$ cat src/rtl/leds_pwm_pkg.sv
// Shared register offsets, constants and the PWM compare helper for the
// leds_pwm LED peripheral.
package leds_pwm_pkg;

  // Register offsets relative to BASE_ADDR.
  localparam logic [7:0] OFS_DATA  = 8'd0;
  localparam logic [7:0] OFS_BLINK = 8'd1;
  localparam logic [7:0] OFS_PRESC = 8'd2;
  localparam logic [7:0] OFS_DUTY0 = 8'd3;

  // A duty value of all ones means "always on" rather than 255/256.
  localparam logic [7:0] DUTY_FULL = 8'hFF;

  // PWM compare: full duty is solid on, otherwise on while the counter is
  // below the active duty value (duty 0 is therefore solid off).
  function automatic logic pwm_on(input logic [7:0] duty_act,
                                  input logic [7:0] cnt);
    return (duty_act == DUTY_FULL) || (cnt < duty_act);
  endfunction

endpackage

$ cat src/rtl/leds_pwm_channel.sv
// One LED channel: DUTY register, period-aligned shadow copy, comparator and
// the registered LED drive.
module leds_pwm_channel
  import leds_pwm_pkg::*;
(
  input  logic       clk,
  input  logic       rst,
  input  logic       duty_we,
  input  logic [7:0] din,
  input  logic       period_start,
  input  logic [7:0] pwm_cnt,
  input  logic       gate,
  output logic [7:0] duty,
  output logic       led
);

  logic [7:0] duty_act;

  // Bus-visible DUTY register, written directly by the CPU.
  always_ff @(posedge clk) begin
    if (rst) begin
      duty <= DUTY_FULL;
    end else if (duty_we) begin
      duty <= din;
    end
  end

  // Shadow copy loaded only at period start; a write landing on that same
  // edge is not yet in duty, so the old value is captured.
  always_ff @(posedge clk) begin
    if (rst) begin
      duty_act <= DUTY_FULL;
    end else if (period_start) begin
      duty_act <= duty;
    end
  end

  // Registered LED drive: enable/blink gate ANDed with the PWM compare.
  always_ff @(posedge clk) begin
    if (rst) begin
      led <= 1'b0;
    end else begin
      led <= gate & pwm_on(duty_act, pwm_cnt);
    end
  end

endmodule

$ cat src/rtl/leds_pwm.sv
// Memory-mapped LED peripheral: N_CH channels with enable, 8-bit PWM
// brightness and optional blink. Owns address decode, DATA/BLINK/PRESC,
// the prescaler, the shared PWM counter and the blink timebase.
//
// Bus handshake: there is no valid/ready pair. A write is a single-cycle
// write_en pulse and always completes on that clock edge; reads are purely
// combinational from addr, so dout is valid in the same cycle addr is.
module leds_pwm
  import leds_pwm_pkg::*;
#(
  parameter logic [7:0] BASE_ADDR = 8'h0A,
  parameter int          N_CH      = 8,
  parameter int          BLINK_DIV = 4
) (
  input  logic            clk,
  input  logic            rst,
  input  logic [7:0]      addr,
  input  logic            write_en,
  input  logic [7:0]      din,
  output logic [7:0]      dout,
  output logic [N_CH-1:0] leds
);

  localparam logic [7:0] WIN_SIZE   = 8'(3 + N_CH);
  localparam logic [7:0] BLINK_LAST = 8'(BLINK_DIV - 1);

  // Address decode
  logic [7:0]      offset;
  logic            in_window;
  logic            wr;
  logic            wr_data;
  logic            wr_blink;
  logic            wr_presc;
  logic [N_CH-1:0] wr_duty;

  // Control registers
  logic [N_CH-1:0] data;
  logic [N_CH-1:0] blink;
  logic [7:0]      presc;

  // Timebase
  logic [7:0]      presc_cnt;
  logic            tick;
  logic [7:0]      pwm_cnt;
  logic            period_start;
  logic [7:0]      blink_cnt;
  logic            blink_phase;

  // Per-channel wiring
  logic [N_CH-1:0] gate;
  logic [7:0]      duty_bus [N_CH];

  // The lower bound check keeps addresses below the window from wrapping
  // into it through the subtraction.
  assign offset    = addr - BASE_ADDR;
  assign in_window = (addr >= BASE_ADDR) && (offset < WIN_SIZE);
  assign wr        = write_en & in_window;
  assign wr_data   = wr & (offset == OFS_DATA);
  assign wr_blink  = wr & (offset == OFS_BLINK);
  assign wr_presc  = wr & (offset == OFS_PRESC);

  // DATA register: per-channel enable; offset-0 writes act as the old latch.
  always_ff @(posedge clk) begin
    if (rst) begin
      data <= '0;
    end else if (wr_data) begin
      data <= din[N_CH-1:0];
    end
  end

  // BLINK register: per-channel blink enable.
  always_ff @(posedge clk) begin
    if (rst) begin
      blink <= '0;
    end else if (wr_blink) begin
      blink <= din[N_CH-1:0];
    end
  end

  // PRESC register: PWM step length minus one.
  always_ff @(posedge clk) begin
    if (rst) begin
      presc <= '0;
    end else if (wr_presc) begin
      presc <= din;
    end
  end

  assign tick = (presc_cnt == presc);

  // Prescaler: counts 0..presc, restarted whenever PRESC is rewritten so a
  // new step length starts from a clean boundary.
  always_ff @(posedge clk) begin
    if (rst) begin
      presc_cnt <= '0;
    end else if (wr_presc || tick) begin
      presc_cnt <= '0;
    end else begin
      presc_cnt <= presc_cnt + 8'd1;
    end
  end

  assign period_start = tick & (pwm_cnt == 8'hFF);

  // Shared PWM counter: one step per tick, natural FF->00 wrap.
  always_ff @(posedge clk) begin
    if (rst) begin
      pwm_cnt <= '0;
    end else if (tick) begin
      pwm_cnt <= pwm_cnt + 8'd1;
    end
  end

  // Blink timebase: counts PWM periods and flips the phase every BLINK_DIV.
  always_ff @(posedge clk) begin
    if (rst) begin
      blink_cnt   <= '0;
      blink_phase <= 1'b1;
    end else if (period_start) begin
      if (blink_cnt == BLINK_LAST) begin
        blink_cnt   <= '0;
        blink_phase <= ~blink_phase;
      end else begin
        blink_cnt <= blink_cnt + 8'd1;
      end
    end
  end

  // Channel array: each gets its own DUTY write strobe and enable gate.
  for (genvar i = 0; i < N_CH; i++) begin : g_ch
    assign wr_duty[i] = wr & (offset == OFS_DUTY0 + 8'(i));
    assign gate[i]    = data[i] & (~blink[i] | blink_phase);

    leds_pwm_channel u_ch (
      .clk          (clk),
      .rst          (rst),
      .duty_we      (wr_duty[i]),
      .din          (din),
      .period_start (period_start),
      .pwm_cnt      (pwm_cnt),
      .gate         (gate[i]),
      .duty         (duty_bus[i]),
      .led          (leds[i])
    );
  end

  // Read mux: zero-extended register value, 0 outside the window.
  always_comb begin
    dout = 8'h00;
    if (in_window) begin
      if (offset == OFS_DATA) begin
        dout = 8'(data);
      end else if (offset == OFS_BLINK) begin
        dout = 8'(blink);
      end else if (offset == OFS_PRESC) begin
        dout = presc;
      end else begin
        for (int i = 0; i < N_CH; i++) begin
          if (offset == OFS_DUTY0 + 8'(i)) begin
            dout = duty_bus[i];
          end
        end
      end
    end
  end

endmodule
$ cat config.mk
export PLATFORM = sky130hd
export DESIGN_NAME = leds_pwm
export DESIGN_NICKNAME = d
export VERILOG_FILES = /design/src/rtl/leds_pwm_pkg.sv /design/src/rtl/leds_pwm_channel.sv /design/src/rtl/leds_pwm.sv
export SDC_FILE = /design/constraint.sdc
export NUM_CORES = 1
export LEC_CHECK = 0
export ABC_AREA = 1
export BUFFER_PORTS_ARGS = -buffer_cell sky130_fd_sc_hd__buf_4
export CAP_MARGIN = 20
export CORE_ASPECT_RATIO = 1.75
export CORE_MARGIN = 4
export CORE_UTILIZATION = 55
export CTS_BUF_LIST = sky130_fd_sc_hd__clkbuf_4
export DETAILED_ROUTE_END_ITERATION = 12
export PLACE_DENSITY = 0.8
export SLEW_MARGIN = 20
export SYNTH_ARGS = -nofsm -noshare
export SYNTH_HDL_FRONTEND = slang
export SYNTH_SLANG_ARGS = --single-unit
$ cat constraint.sdc
create_clock -name clk -period 5.1 [get_ports clk]
set_input_delay 0.255 -clock clk [delete_from_list [all_inputs] [get_ports clk]]
set_output_delay 0.255 -clock clk [all_outputs]
set_load 0.05 [all_outputs]
==> impl_results.rst <==
.. list-table::
   :header-rows: 1

   * - Metric
     - Value
   * - Initial antenna violation count
     - 1
   * - Hold path depth
     - 4
   * - Wire length of the first global-routing pass
     - approximately 40000 um
   * - Most instantiated flip-flop cell in the synthesis netlist
     - sky130_fd_sc_hd__dfxtp_1
   * - Final period utilization
     - 59.2%
   * - DRC violation count after routing
     - 0
   * - Buffers inserted during post-CTS setup optimization
     - 0
   * - HPWL after DPL
     - about 19000 um
   * - Outcome
     - finished, final reports clean
   * - Chip Width
     - 106 um
   * - Top fanout value on the critical path
     - 20
   * - Worst hold path class
     - in2reg
   * - Drt first-iter violations
     - between 600 and 700
   * - Average cell area after synthesis
     - roughly 7.7 sq um
   * - Met3 demand-to-capacity share in global routing
     - under 10%
   * - Global placer's final weighted congestion
     - approximately 0.98
   * - Synth Net Count
     - between 1k and 1.5k
   * - Sum of negative setup slack
     - 0 ps
   * - Fmax achieved
     - approximately 330 MHz
   * - Number of vias in the routed layout
     - about 8.3k
   * - Nets
     - between 1k and 1.5k
   * - Time the worst path needs with I/O delays and setup
     - between 3000 and 4000 ps
   * - Critical Path RT
     - around 4900 ps
   * - Total power density per cell area
     - 251 mW/mm^2
   * - Number of buffers inserted by port buffering
     - 34
   * - Largest net degree at the start of global routing
     - between 60 and 70
   * - Pin slew with the least headroom to its limit
     - about 800 ps
   * - Length in cells of the worst reg-to-reg path
     - 8
   * - Synthesized instance count
     - about 1.2k
   * - GRT Resource Usage Total
     - roughly a quarter
   * - Setup skew after layout
     - around 33 ps
   * - Top cells by area, synth
     - sky130_fd_sc_hd__dfxtp_1, sky130_fd_sc_hd__a21oi_1, sky130_fd_sc_hd__ha_1, sky130_fd_sc_hd__nand2_1, sky130_fd_sc_hd__inv_1
   * - Setup repair after global routing missed its margin
     - false
   * - Die height
     - 179 um
   * - Total core area
     - 0.0164 sq mm
   * - Clock Tree Root
     - sky130_fd_sc_hd__clkbuf_4
   * - Total Die Area
     - between 0.015 and 0.02 sq mm
   * - Insertion delay of the later-clocked pin in the worst-skew pair
     - about 570 ps
   * - Type of element capturing the critical path
     - primary output
   * - Type of element launching the critical path
     - input pin
   * - Sequential cell area fraction in the yosys report
     - 40.1%
   * - Via count of the first global-routing pass
     - between 7k and 8k
   * - I/O pin count
     - 35
   * - Ys async rst share
     - 0%
   * - Starting density of the core
     - approximately 56%
   * - P&R area growth vs syn
     - 7.37%
   * - Via/cell ratio
     - approximately 5.8
   * - R2R Setup Slk
     - approximately 2200 ps
   * - Met1 GRT Util
     - approximately 31%
   * - Clock sink total
     - roughly 190
   * - Register bit count reported by yosys
     - roughly 190
   * - Met2 layer usage reported by global route
     - 47.0%
   * - Congestion Overflow GR
     - 0
   * - Leakage dissipation
     - about 5.2 nW
   * - Number of routed nets with antenna violations
     - 0
   * - Final setup fails
     - 0
   * - Library cells used by synthesis
     - slightly above 40
   * - Post-Route WL
     - 25000 um
   * - Cell taking the most area after synthesis
     - sky130_fd_sc_hd__dfxtp_1
   * - TritonCTS clock tree
     - done
   * - Fraction of post-synthesis cell area in the top cell type by area
     - between 40% and 50%
   * - Final Hold Fails
     - 0
   * - Fraction of layout cells with a size suffix above 1
     - roughly a tenth
   * - Setup CP Type
     - in2out
   * - Startpoint of the worst hold path
     - addr[0]
   * - Number of warning messages in the yosys log
     - 0
   * - End of the critical path
     - dout[0]
   * - Worst vdd rail ir drop
     - around 0.00019 V
   * - Most used routing layer
     - met2
   * - Max-capacitance violation count
     - 0
   * - Detailed-router iteration count before antenna repair
     - 6
   * - WL/cell
     - approximately 17 um
   * - Number of buffers inserted during clock tree synthesis
     - 17
   * - Worst path arrival time
     - between 2000 and 3000 ps
   * - R2R Path Start
     - pwm_cnt[1]
   * - Clock-pin slew on the worst setup and hold paths
     - around 170 ps
   * - Worst hold margin
     - 248 ps
   * - Clock Tree Buf Depth
     - 2
   * - Launch point of the critical path
     - addr[1]
   * - Reg2reg end
     - g_ch[4].u_ch.duty_act[6]
   * - Final-layout fill cell count
     - between 1.5k and 2k
   * - Remaining max-slew budget at the tightest pin
     - 45.3%
   * - EDFF count, synth
     - 0
   * - Final Max Tran Viols
     - 0
   * - Depth of the CTS H-tree
     - 4
   * - Std-Cell Rows
     - 62
   * - Synthesized cell area
     - between 0.009 and 0.01 sq mm
-- critical path: stages --
cell and delay, ps:
sky130_fd_sc_hd__buf_4 150, sky130_fd_sc_hd__inv_2 60, sky130_fd_sc_hd__ha_1 220, sky130_fd_sc_hd__inv_2 50, sky130_fd_sc_hd__nand2_2 90, sky130_fd_sc_hd__nand2_1 60, sky130_fd_sc_hd__nand2_1 70, sky130_fd_sc_hd__nand2_2 70
sky130_fd_sc_hd__inv_1 50, sky130_fd_sc_hd__nand2_1 40, sky130_fd_sc_hd__nor2_1 100, sky130_fd_sc_hd__buf_4 270, sky130_fd_sc_hd__nand2_2 200, sky130_fd_sc_hd__inv_2 130, sky130_fd_sc_hd__nand2_1 70, sky130_fd_sc_hd__nand2_1 70
sky130_fd_sc_hd__nand4_1 70, sky130_fd_sc_hd__nor2_1 220, sky130_fd_sc_hd__nand4_1 120, sky130_fd_sc_hd__nand2_1 140, sky130_fd_sc_hd__inv_1 60, sky130_fd_sc_hd__buf_4 190
-- cells by family after synthesis --
kind of cell             count (synthesis)  synth area share (%)
AO/OA/AOI/OAI                          367                  22.0
AND/OR/NAND/NOR                        339                  18.2
buffers and inverters                  229                  10.1
flip-flops                             185                  40.1
adder cells (fa/ha/maj)                 60                  8.13
XOR/XNOR                                15                  1.50
-- layout by cell type, fill, tap and decap left out, types with 5 or more instances in the layout --
cell type / count
sky130_fd_sc_hd__inv_1: 161
sky130_fd_sc_hd__nand4_1: 34
sky130_fd_sc_hd__buf_4: 39
sky130_fd_sc_hd__ha_1: 60
sky130_fd_sc_hd__o211ai_1: 49
sky130_fd_sc_hd__xor2_1: 14
sky130_fd_sc_hd__inv_8: 6
sky130_fd_sc_hd__a21boi_0: 8
sky130_fd_sc_hd__nor2_4: 7
sky130_fd_sc_hd__o21ai_0: 121
sky130_fd_sc_hd__dfxtp_1: 185
sky130_fd_sc_hd__nor2_1: 39
sky130_fd_sc_hd__nor4_1: 18
sky130_fd_sc_hd__a21oi_1: 158
sky130_fd_sc_hd__nor2_2: 5
sky130_fd_sc_hd__o21ai_1: 14
sky130_fd_sc_hd__inv_2: 12
sky130_fd_sc_hd__or2_2: 5
sky130_fd_sc_hd__nor3_1: 12
sky130_fd_sc_hd__nand3_1: 27
sky130_fd_sc_hd__dlygate4sd3_1: 8
sky130_fd_sc_hd__clkbuf_4: 18
sky130_fd_sc_hd__nand2_2: 6
sky130_fd_sc_hd__nand2_1: 168
-- per-layer routing --
layer,share of wire [%],wire (um)
met1,40,9880
met2,52,13000
met3,4.5,1110
met4,3.9,977
met5,0,0
-- flip-flops by register name, summed over array words and instances, names as in the netlist --
register,cells
g_ch.u_ch.duty,64
g_ch.u_ch.duty_act,64
blink,8
blink_cnt,8
data,8
g_ch.u_ch.led,8
presc,8
presc_cnt,8
pwm_cnt,8
blink_phase,1
-- timing repair --
action / in CTS / in global routing
endpoints found under the hold margin: 27 / 0
hold buffers: 8 / 0
gates resized for setup: 0 / 0
-- cell type report --
| cell class | count | area (sq um) | share of cell area [%] |
|---|---|---|---|
| inverter | 173 | 649 | 6.55 |
| clock inverter | 14 | 174 | 1.75 |
| sequential | 185 | 3700 | 37.4 |
| clock buffer | 18 | 135 | 1.36 |
| multi-input combinational | 781 | 4600 | 46.4 |
| timing repair buffer | 47 | 373 | 3.76 |
| antenna | 1 | 2.50 | 0.0252 |
| tap | 224 | 280 | 2.83 |
-- synthesized netlist by cell type, types with 8 or more instances --
master                     count
sky130_fd_sc_hd__inv_2        11
sky130_fd_sc_hd__buf_2         8
sky130_fd_sc_hd__nor2_1       39
sky130_fd_sc_hd__o21ai_0     121
sky130_fd_sc_hd__xor2_1       14
sky130_fd_sc_hd__nand4_1      34
sky130_fd_sc_hd__inv_1       162
sky130_fd_sc_hd__o211ai_1     49
sky130_fd_sc_hd__dfxtp_1     185
sky130_fd_sc_hd__nand2_1     168
sky130_fd_sc_hd__clkbuf_1     32
sky130_fd_sc_hd__o21ai_1      14
sky130_fd_sc_hd__nor4_1       18
sky130_fd_sc_hd__a21oi_1     158
sky130_fd_sc_hd__buf_4        15
sky130_fd_sc_hd__a21boi_0      8
sky130_fd_sc_hd__nand3_1      27
sky130_fd_sc_hd__ha_1         60
sky130_fd_sc_hd__nor3_1       12
-- worst min-delay path by stage --
| stage | end |
|---|---|
| finish | g_ch[7].u_ch.duty[3] |
| global route | g_ch[2].u_ch.duty[6] |
| CTS | g_ch[3].u_ch.duty[4] |
| detailed placement | g_ch[2].u_ch.duty_act[5] |
| global placement | g_ch[2].u_ch.duty_act[3] |
| floorplan | g_ch[1].u_ch.duty[2] |
-- through the flow --
stage	utilization (%)	power, mW	worst slack [ps]	std cells	cell area [sq um]
after CTS	60.3	2.49	2150	1442	9910
final	60.3	2.49	2080	1443	9920
after floorplan	-	1.59	2140	1195	9240
after global routing	60.3	2.57	1890	1443	9920
after global placement	57.9	1.65	2170	1402	9520
after detailed placement	57.9	1.65	2150	1402	9520
-- power by group --
| group | internal [mW] | switching (mW) | total, mW |
|---|---|---|---|
| Sequential | 1.45 | 0.00846 | 1.46 |
| Combinational | 0.0505 | 0.119 | 0.169 |
| Clock | 0.283 | 0.579 | 0.862 |
(Power assumes the default switching activity.)
